===== config.mk =====
export PLATFORM = sky130hd
export DESIGN_NAME = mem_port_arbiter
export DESIGN_NICKNAME = d
export VERILOG_FILES = /design/src/rtl/mem_port_arbiter.sv
export SDC_FILE = /design/constraint.sdc
export NUM_CORES = 1
export LEC_CHECK = 0
export ABC_CLOCK_PERIOD_IN_PS = 1990
export BUFFER_PORTS_ARGS = -buffer_cell sky130_fd_sc_hd__buf_2
export CORE_ASPECT_RATIO = 0.6
export CORE_MARGIN = 4
export CORE_UTILIZATION = 40
export DETAILED_ROUTE_END_ITERATION = 12
export PLACE_DENSITY = 0.69
export SLEW_MARGIN = 20
export SYNTH_ARGS = -nofsm -noshare
export SYNTH_HDL_FRONTEND = slang
export SYNTH_SLANG_ARGS = --single-unit

===== constraint.sdc =====
create_clock -name clk -period 1.99 [get_ports clk]
set_input_delay 0.4975 -clock clk [delete_from_list [all_inputs] [get_ports clk]]
set_output_delay 0.4975 -clock clk [all_outputs]
set_load 0.02 [all_outputs]

===== src/rtl/mem_port_arbiter.sv =====
// mem_port_arbiter
//   Shares one single-ported, variable-latency memory between instruction fetch
//   and the memory stage. Requests are arbitrated one transaction at a time with
//   round-robin priority. The losing requester stays stalled. Read data comes
//   back with a one-cycle valid pulse. A transaction that receives no MemAck
//   within TIMEOUT busy cycles is aborted and the sticky BusErr flag is set.
//
// Ports
//   clk, rst_n                       clock (rising edge), async active-low reset
//   InstrReq/InstrAddr/FlushF        fetch request, fetch address, fetch discard
//   DataReq/DataWe/DataAddr/DataWData  load/store request from the memory stage
//   MemAck/MemRData                  memory completion strobe and read data
//   MemReq/MemWe/MemAddr/MemWData    registered transaction presented to memory
//   InstrValid/InstrRData            one-cycle fetch completion and fetched word
//   DataValid/DataRData              one-cycle load/store completion and load data
//   StallIF/StallMem                 combinational pipeline stall requests
//   BusErr                           sticky timeout flag, cleared only by reset
module mem_port_arbiter #(
  parameter int unsigned AW      = 32,
  parameter int unsigned DW      = 32,
  parameter int unsigned TIMEOUT = 64
) (
  input  logic          clk,
  input  logic          rst_n,
  input  logic          InstrReq,
  input  logic [AW-1:0] InstrAddr,
  input  logic          FlushF,
  input  logic          DataReq,
  input  logic          DataWe,
  input  logic [AW-1:0] DataAddr,
  input  logic [DW-1:0] DataWData,
  input  logic          MemAck,
  input  logic [DW-1:0] MemRData,
  output logic          MemReq,
  output logic          MemWe,
  output logic [AW-1:0] MemAddr,
  output logic [DW-1:0] MemWData,
  output logic          InstrValid,
  output logic [DW-1:0] InstrRData,
  output logic          DataValid,
  output logic [DW-1:0] DataRData,
  output logic          StallIF,
  output logic          StallMem,
  output logic          BusErr
);

  localparam int unsigned CW = (TIMEOUT > 2) ? $clog2(TIMEOUT) : 1;

  typedef enum logic [1:0] {IDLE, INSTR, DATA} arbStateT;

  arbStateT      state;
  arbStateT      stateNext;
  logic          lastData;     // 1: data port was served most recently
  logic          discard;      // in-flight fetch result must be dropped
  logic [CW-1:0] timeoutCnt;

  logic instrElig;
  logic dataElig;
  logic busy;
  logic ackDone;
  logic expired;
  logic done;
  logic grantInstr;
  logic grantData;

  // A port whose Valid is high this cycle still shows its old request, so it
  // must not be granted again until the following cycle.
  always_comb begin
    instrElig  = InstrReq & ~InstrValid;
    dataElig   = DataReq & ~DataValid;
    busy       = (state != IDLE);
    ackDone    = busy & MemAck;
    expired    = busy & ~MemAck & (timeoutCnt == CW'(TIMEOUT - 1));
    done       = ackDone | expired;
    grantData  = (state == IDLE) & dataElig & (~instrElig | ~lastData);
    grantInstr = (state == IDLE) & instrElig & ~grantData;
  end

  always_comb begin
    stateNext = state;
    unique case (state)
      IDLE: begin
        if (grantData) begin
          stateNext = DATA;
        end else if (grantInstr) begin
          stateNext = INSTR;
        end
      end
      INSTR, DATA: begin
        if (done) begin
          stateNext = IDLE;
        end
      end
      default: stateNext = IDLE;
    endcase
  end

  always_comb begin
    StallIF  = InstrReq & ~InstrValid;
    StallMem = DataReq & ~DataValid;
  end

  always_ff @(posedge clk or negedge rst_n) begin
    if (!rst_n) begin
      state <= IDLE;
    end else begin
      state <= stateNext;
    end
  end

  // Transaction launch: memory-side outputs are captured at grant and held
  // until completion.
  always_ff @(posedge clk or negedge rst_n) begin
    if (!rst_n) begin
      MemReq   <= 1'b0;
      MemWe    <= 1'b0;
      MemAddr  <= '0;
      MemWData <= '0;
      lastData <= 1'b0;
    end else if (grantData) begin
      MemReq   <= 1'b1;
      MemWe    <= DataWe;
      MemAddr  <= DataAddr;
      MemWData <= DataWData;
      lastData <= 1'b1;
    end else if (grantInstr) begin
      MemReq   <= 1'b1;
      MemWe    <= 1'b0;
      MemAddr  <= InstrAddr;
      MemWData <= '0;
      lastData <= 1'b0;
    end else if (done) begin
      MemReq <= 1'b0;
    end
  end

  always_ff @(posedge clk or negedge rst_n) begin
    if (!rst_n) begin
      timeoutCnt <= '0;
    end else if (grantData || grantInstr || done) begin
      timeoutCnt <= '0;
    end else if (busy) begin
      timeoutCnt <= timeoutCnt + CW'(1);
    end
  end

  // A flush in the ack cycle also kills the result, hence FlushF is folded
  // into the InstrValid decision as well as into the discard flag.
  always_ff @(posedge clk or negedge rst_n) begin
    if (!rst_n) begin
      discard <= 1'b0;
    end else if (grantInstr) begin
      discard <= FlushF;
    end else if (done) begin
      discard <= 1'b0;
    end else if ((state == INSTR) && FlushF) begin
      discard <= 1'b1;
    end
  end

  always_ff @(posedge clk or negedge rst_n) begin
    if (!rst_n) begin
      InstrValid <= 1'b0;
      InstrRData <= '0;
      DataValid  <= 1'b0;
      DataRData  <= '0;
    end else begin
      InstrValid <= 1'b0;
      DataValid  <= 1'b0;
      if (done && (state == INSTR) && !discard && !FlushF) begin
        InstrValid <= 1'b1;
        InstrRData <= ackDone ? MemRData : '0;
      end
      if (done && (state == DATA)) begin
        DataValid <= 1'b1;
        DataRData <= (ackDone && !MemWe) ? MemRData : '0;
      end
    end
  end

  always_ff @(posedge clk or negedge rst_n) begin
    if (!rst_n) begin
      BusErr <= 1'b0;
    end else if (expired) begin
      BusErr <= 1'b1;
    end
  end

endmodule

==> qor_table.md <==
| Stage | Parameter | This run |
| --- | --- | --- |
| status | Status | complete, no violations |
| finish | Commonest cells after routing, fill and taps aside | 268 x sky130_fd_sc_hd__buf_2, 143 x sky130_fd_sc_hd__dfrtp_1, 70 x sky130_fd_sc_hd__inv_1 |
| sta | Unrepaired setup endpoints after global routing | false |
| sta | Fin Setup TNS | 0 ps |
| sta | Post-layout min period | 1870 ps |
| route | Post-route DRC | 0 |
| sta | Fin crit share | 94.1% |
| yosys | Post-synthesis instance total | 658 |
| clocking | Worst-skew pair later-pin latency | 410 ps |
| power | Maximum ir drop on the vdd rail | 0.572 mV |
| die | Area of the die | 19800 um2 |
| yosys | Post-synthesis area per instance | 10.6 um2 |
| setup path | Arrival time worst endpoint | 2210 ps |
| power | Pwr Density | 1450 nW/um2 |
| sta | Measured slew at the worst slew-check pin | 901 ps |
| placement | Half-perimeter wire length after detailed placement | 14200 um |
| yosys | FF+latch count, synth | 143 |
| finish | FF+latch area | 3580 um2 |
| setup path | Crit path capture type | register |
| run | Max-cap violations | 0 |
| finish | Most common library cell in the layout ignoring fill and taps | sky130_fd_sc_hd__buf_2 |
| clocking | CTS clock-pin slew for the worst setup and hold paths | 70 ps |
| yosys | Post-synth EDFFs | 0 |
| clocking | Clock tree from TritonCTS | yes |
| yosys | Top cells by area, synth | sky130_fd_sc_hd__dfrtp_1 51%, sky130_fd_sc_hd__a2bb2oi_1 8.0%, sky130_fd_sc_hd__and4b_1 4.7% |
| power | Overall power after layout | 13.4 mW |
| clocking | CTS Buf Count | 17 |
| route | Initial detailed-routing violation count | 388 |
| yosys | Yosys top cell by area | sky130_fd_sc_hd__dfrtp_1 |
| finish | Share of final-layout standard cells stronger than drive strength 1 | 37.1% |
| yosys | Ys async rst share | 100% |
| finish | Fill cell count | 1547 |
| sta | Number of hold-slack violations in the final timing report | 0 |
| worst hold path | HP Class | in2reg |
| finish | Multi-input combinational cell area | 2850 um2 |
| setup path | Required @ worst endpoint | 2330 ps |
| clocking | Cell at the root of the clock tree | sky130_fd_sc_hd__clkbuf_16 |
| grt | Wire length of the first global-routing pass | 32900 um |
| die | Cell Rows | 37 |
| route | Routed via count | 6266 |
| sta | Worst hold slack | 294 ps |
| grt | Number of antenna violations at the first check in global routing | 1 |
| yosys | Register area share after synthesis | 51.1% |
| grt | Vias in the first global route | 6227 |
| route | 1st-pass router iterations | 5 |
| sta | Max_slew headroom | 39.7% |
| finish | Nets@finish | 1045 |
| clocking | Bufs on Longest Clock Path | 2 |
| route | Via density | 5.43 |
| sta | Number of pins with negative max-slew slack in the final report | 0 |
| yosys | Post-synth cell types | 43 |
| yosys | Syn. warnings | 0 |
| die | Initial standard-cell utilization of the core | 40.9% |
| power | Leakage power of the design | 4.68 nW |
| die | Total core area | 17100 um2 |
| yosys | Yosys top cell area share | 51.1% |
| grt | Largest net degree at the start of global routing | 66 |
| die | I/O pins | 270 |
| sta | Final clock skew | 16.5 ps |
| yosys | Cell area after synthesis | 7000 um2 |
| grt | Overall overflow remaining after global route | 0 |
| yosys | Post-Syn Nets | 797 |
| placement | Number of port buffers | 269 |
| clocking | Total number of clock tree sinks | 143 |
| yosys | Primary FF master, synth | sky130_fd_sc_hd__dfrtp_1 |
| setup path | Crit start category | register |
| clocking | H-Tree Depth | 4 |
| route | Average routed wire per standard cell | 17.7 um |
| route | Antenna viol nets, final | 0 |
| placement | Routability congestion estimate | 0.821 |
| grt | Total track usage | 20.4% |
| die | Die Y | 110 um |
| sta | Final number of setup-violating endpoints | 0 |
| finish | Post-synthesis to final-layout area growth | 32.2% |
| setup path | Worst-path fanout max | 17 |
| die | Width of the die | 179 um |
| setup path | Type of the worst setup path | reg2reg |
| sta | Max Freq | 534 MHz |
| route | Final wirelength | 20500 um |
sequential cells by signal (all words and copies together), names as in the netlist:
register and cells:
timeoutCnt 6, MemReq 1, DataRData 32, state 2
DataValid 1, discard 1, InstrValid 1, lastData 1
MemWe 1, MemWData 32, BusErr 1, InstrRData 32
MemAddr 32
through the flow:
step                setup WS, ps  util (%)  instance area, um2  std cells
global route                27.9      54.0                9260       1154
CTS                          105      54.0                9250       1153
global placement             127      50.6                8660       1120
finish                       118      54.0                9260       1154
detailed placement          34.0      50.6                8660       1120
floorplan                    328         -                7000        658
path summary, 6_finish.rpt:
path / start / end / slack, ps / cells after the start
hold / removal: DataWData[30] / MemWData[30] / 290 / 2
setup reg to reg: state[1] / state[0] / 120 / 6
setup / recovery: state[1] / state[0] / 120 / 6
min in group asynchronous: rst_n / InstrRData[29] / 530 / 2
max in group asynchronous: rst_n / MemAddr[28] / 820 / 3
hold reg to reg: BusErr / BusErr / 470 / 1
area by class of cell:
| class | count | share of cell area, % |
|---|---|---|
| diodes | 1 | 0.0270 |
| repair buffers | 297 | 18.1 |
| inverters | 73 | 2.96 |
| clock inverters | 14 | 1.53 |
| well taps | 234 | 3.16 |
| flip-flops and latches | 143 | 38.7 |
| clock buffers | 18 | 4.74 |
| multi-input cells | 374 | 30.8 |
critical path: stages (launching register included):
cell	delay, ps
sky130_fd_sc_hd__dfrtp_1	380
sky130_fd_sc_hd__inv_1	120
sky130_fd_sc_hd__ha_2	240
sky130_fd_sc_hd__buf_4	210
sky130_fd_sc_hd__and4b_1	270
sky130_fd_sc_hd__a2111oi_0	450
sky130_fd_sc_hd__a211o_1	150
synth_stat cells, types with 3 or more instances:
cell type,count
sky130_fd_sc_hd__and4b_1,33
sky130_fd_sc_hd__buf_2,18
sky130_fd_sc_hd__clkbuf_1,38
sky130_fd_sc_hd__dfrtp_1,143
sky130_fd_sc_hd__buf_4,5
sky130_fd_sc_hd__nand2b_1,35
sky130_fd_sc_hd__o21ai_0,66
sky130_fd_sc_hd__a221oi_1,32
sky130_fd_sc_hd__a22o_1,33
sky130_fd_sc_hd__nand3_1,32
sky130_fd_sc_hd__nor3_1,4
sky130_fd_sc_hd__o211ai_1,33
sky130_fd_sc_hd__buf_6,5
sky130_fd_sc_hd__inv_1,70
sky130_fd_sc_hd__inv_2,3
sky130_fd_sc_hd__ha_1,4
sky130_fd_sc_hd__nand3b_1,3
sky130_fd_sc_hd__a2bb2oi_1,64
power by group:
| group | leakage (nW) | total, mW | internal (mW) | switching (mW) |
|---|---|---|---|---|
| Combinational | 2.85 | 5.93 | 2.46 | 3.47 |
| Sequential | 1.55 | 4.33 | 3.79 | 0.540 |
| Clock | 0.285 | 3.17 | 1.80 | 1.37 |
| Total | 4.68 | 13.4 | 8.05 | 5.38 |
layer usage:
layer | track usage, % | wire length [um]
met1 | 29.5 | 9510
met2 | 30.2 | 9100
met3 | 5.61 | 1740
met4 | 4.91 | 126
met5 | 0 | 0
cells by family after synthesis:
logic type      after synthesis  synth area share, %
xor+xnor                      4                0.501
simple gates                123                 12.5
fa+ha+maj                     4                0.715
flops                       143                 51.1
buf+inv                     141                 8.72
compound gates              243                 26.4
repair_timing:
item	CTS	global route
endpoints found under the setup margin	0	6
setup buffers	0	0
resized for setup	0	1
hold endpoints to repair	31	0
hold buffers	1	0
No activity file was read; power rests on OpenSTA's default activity.
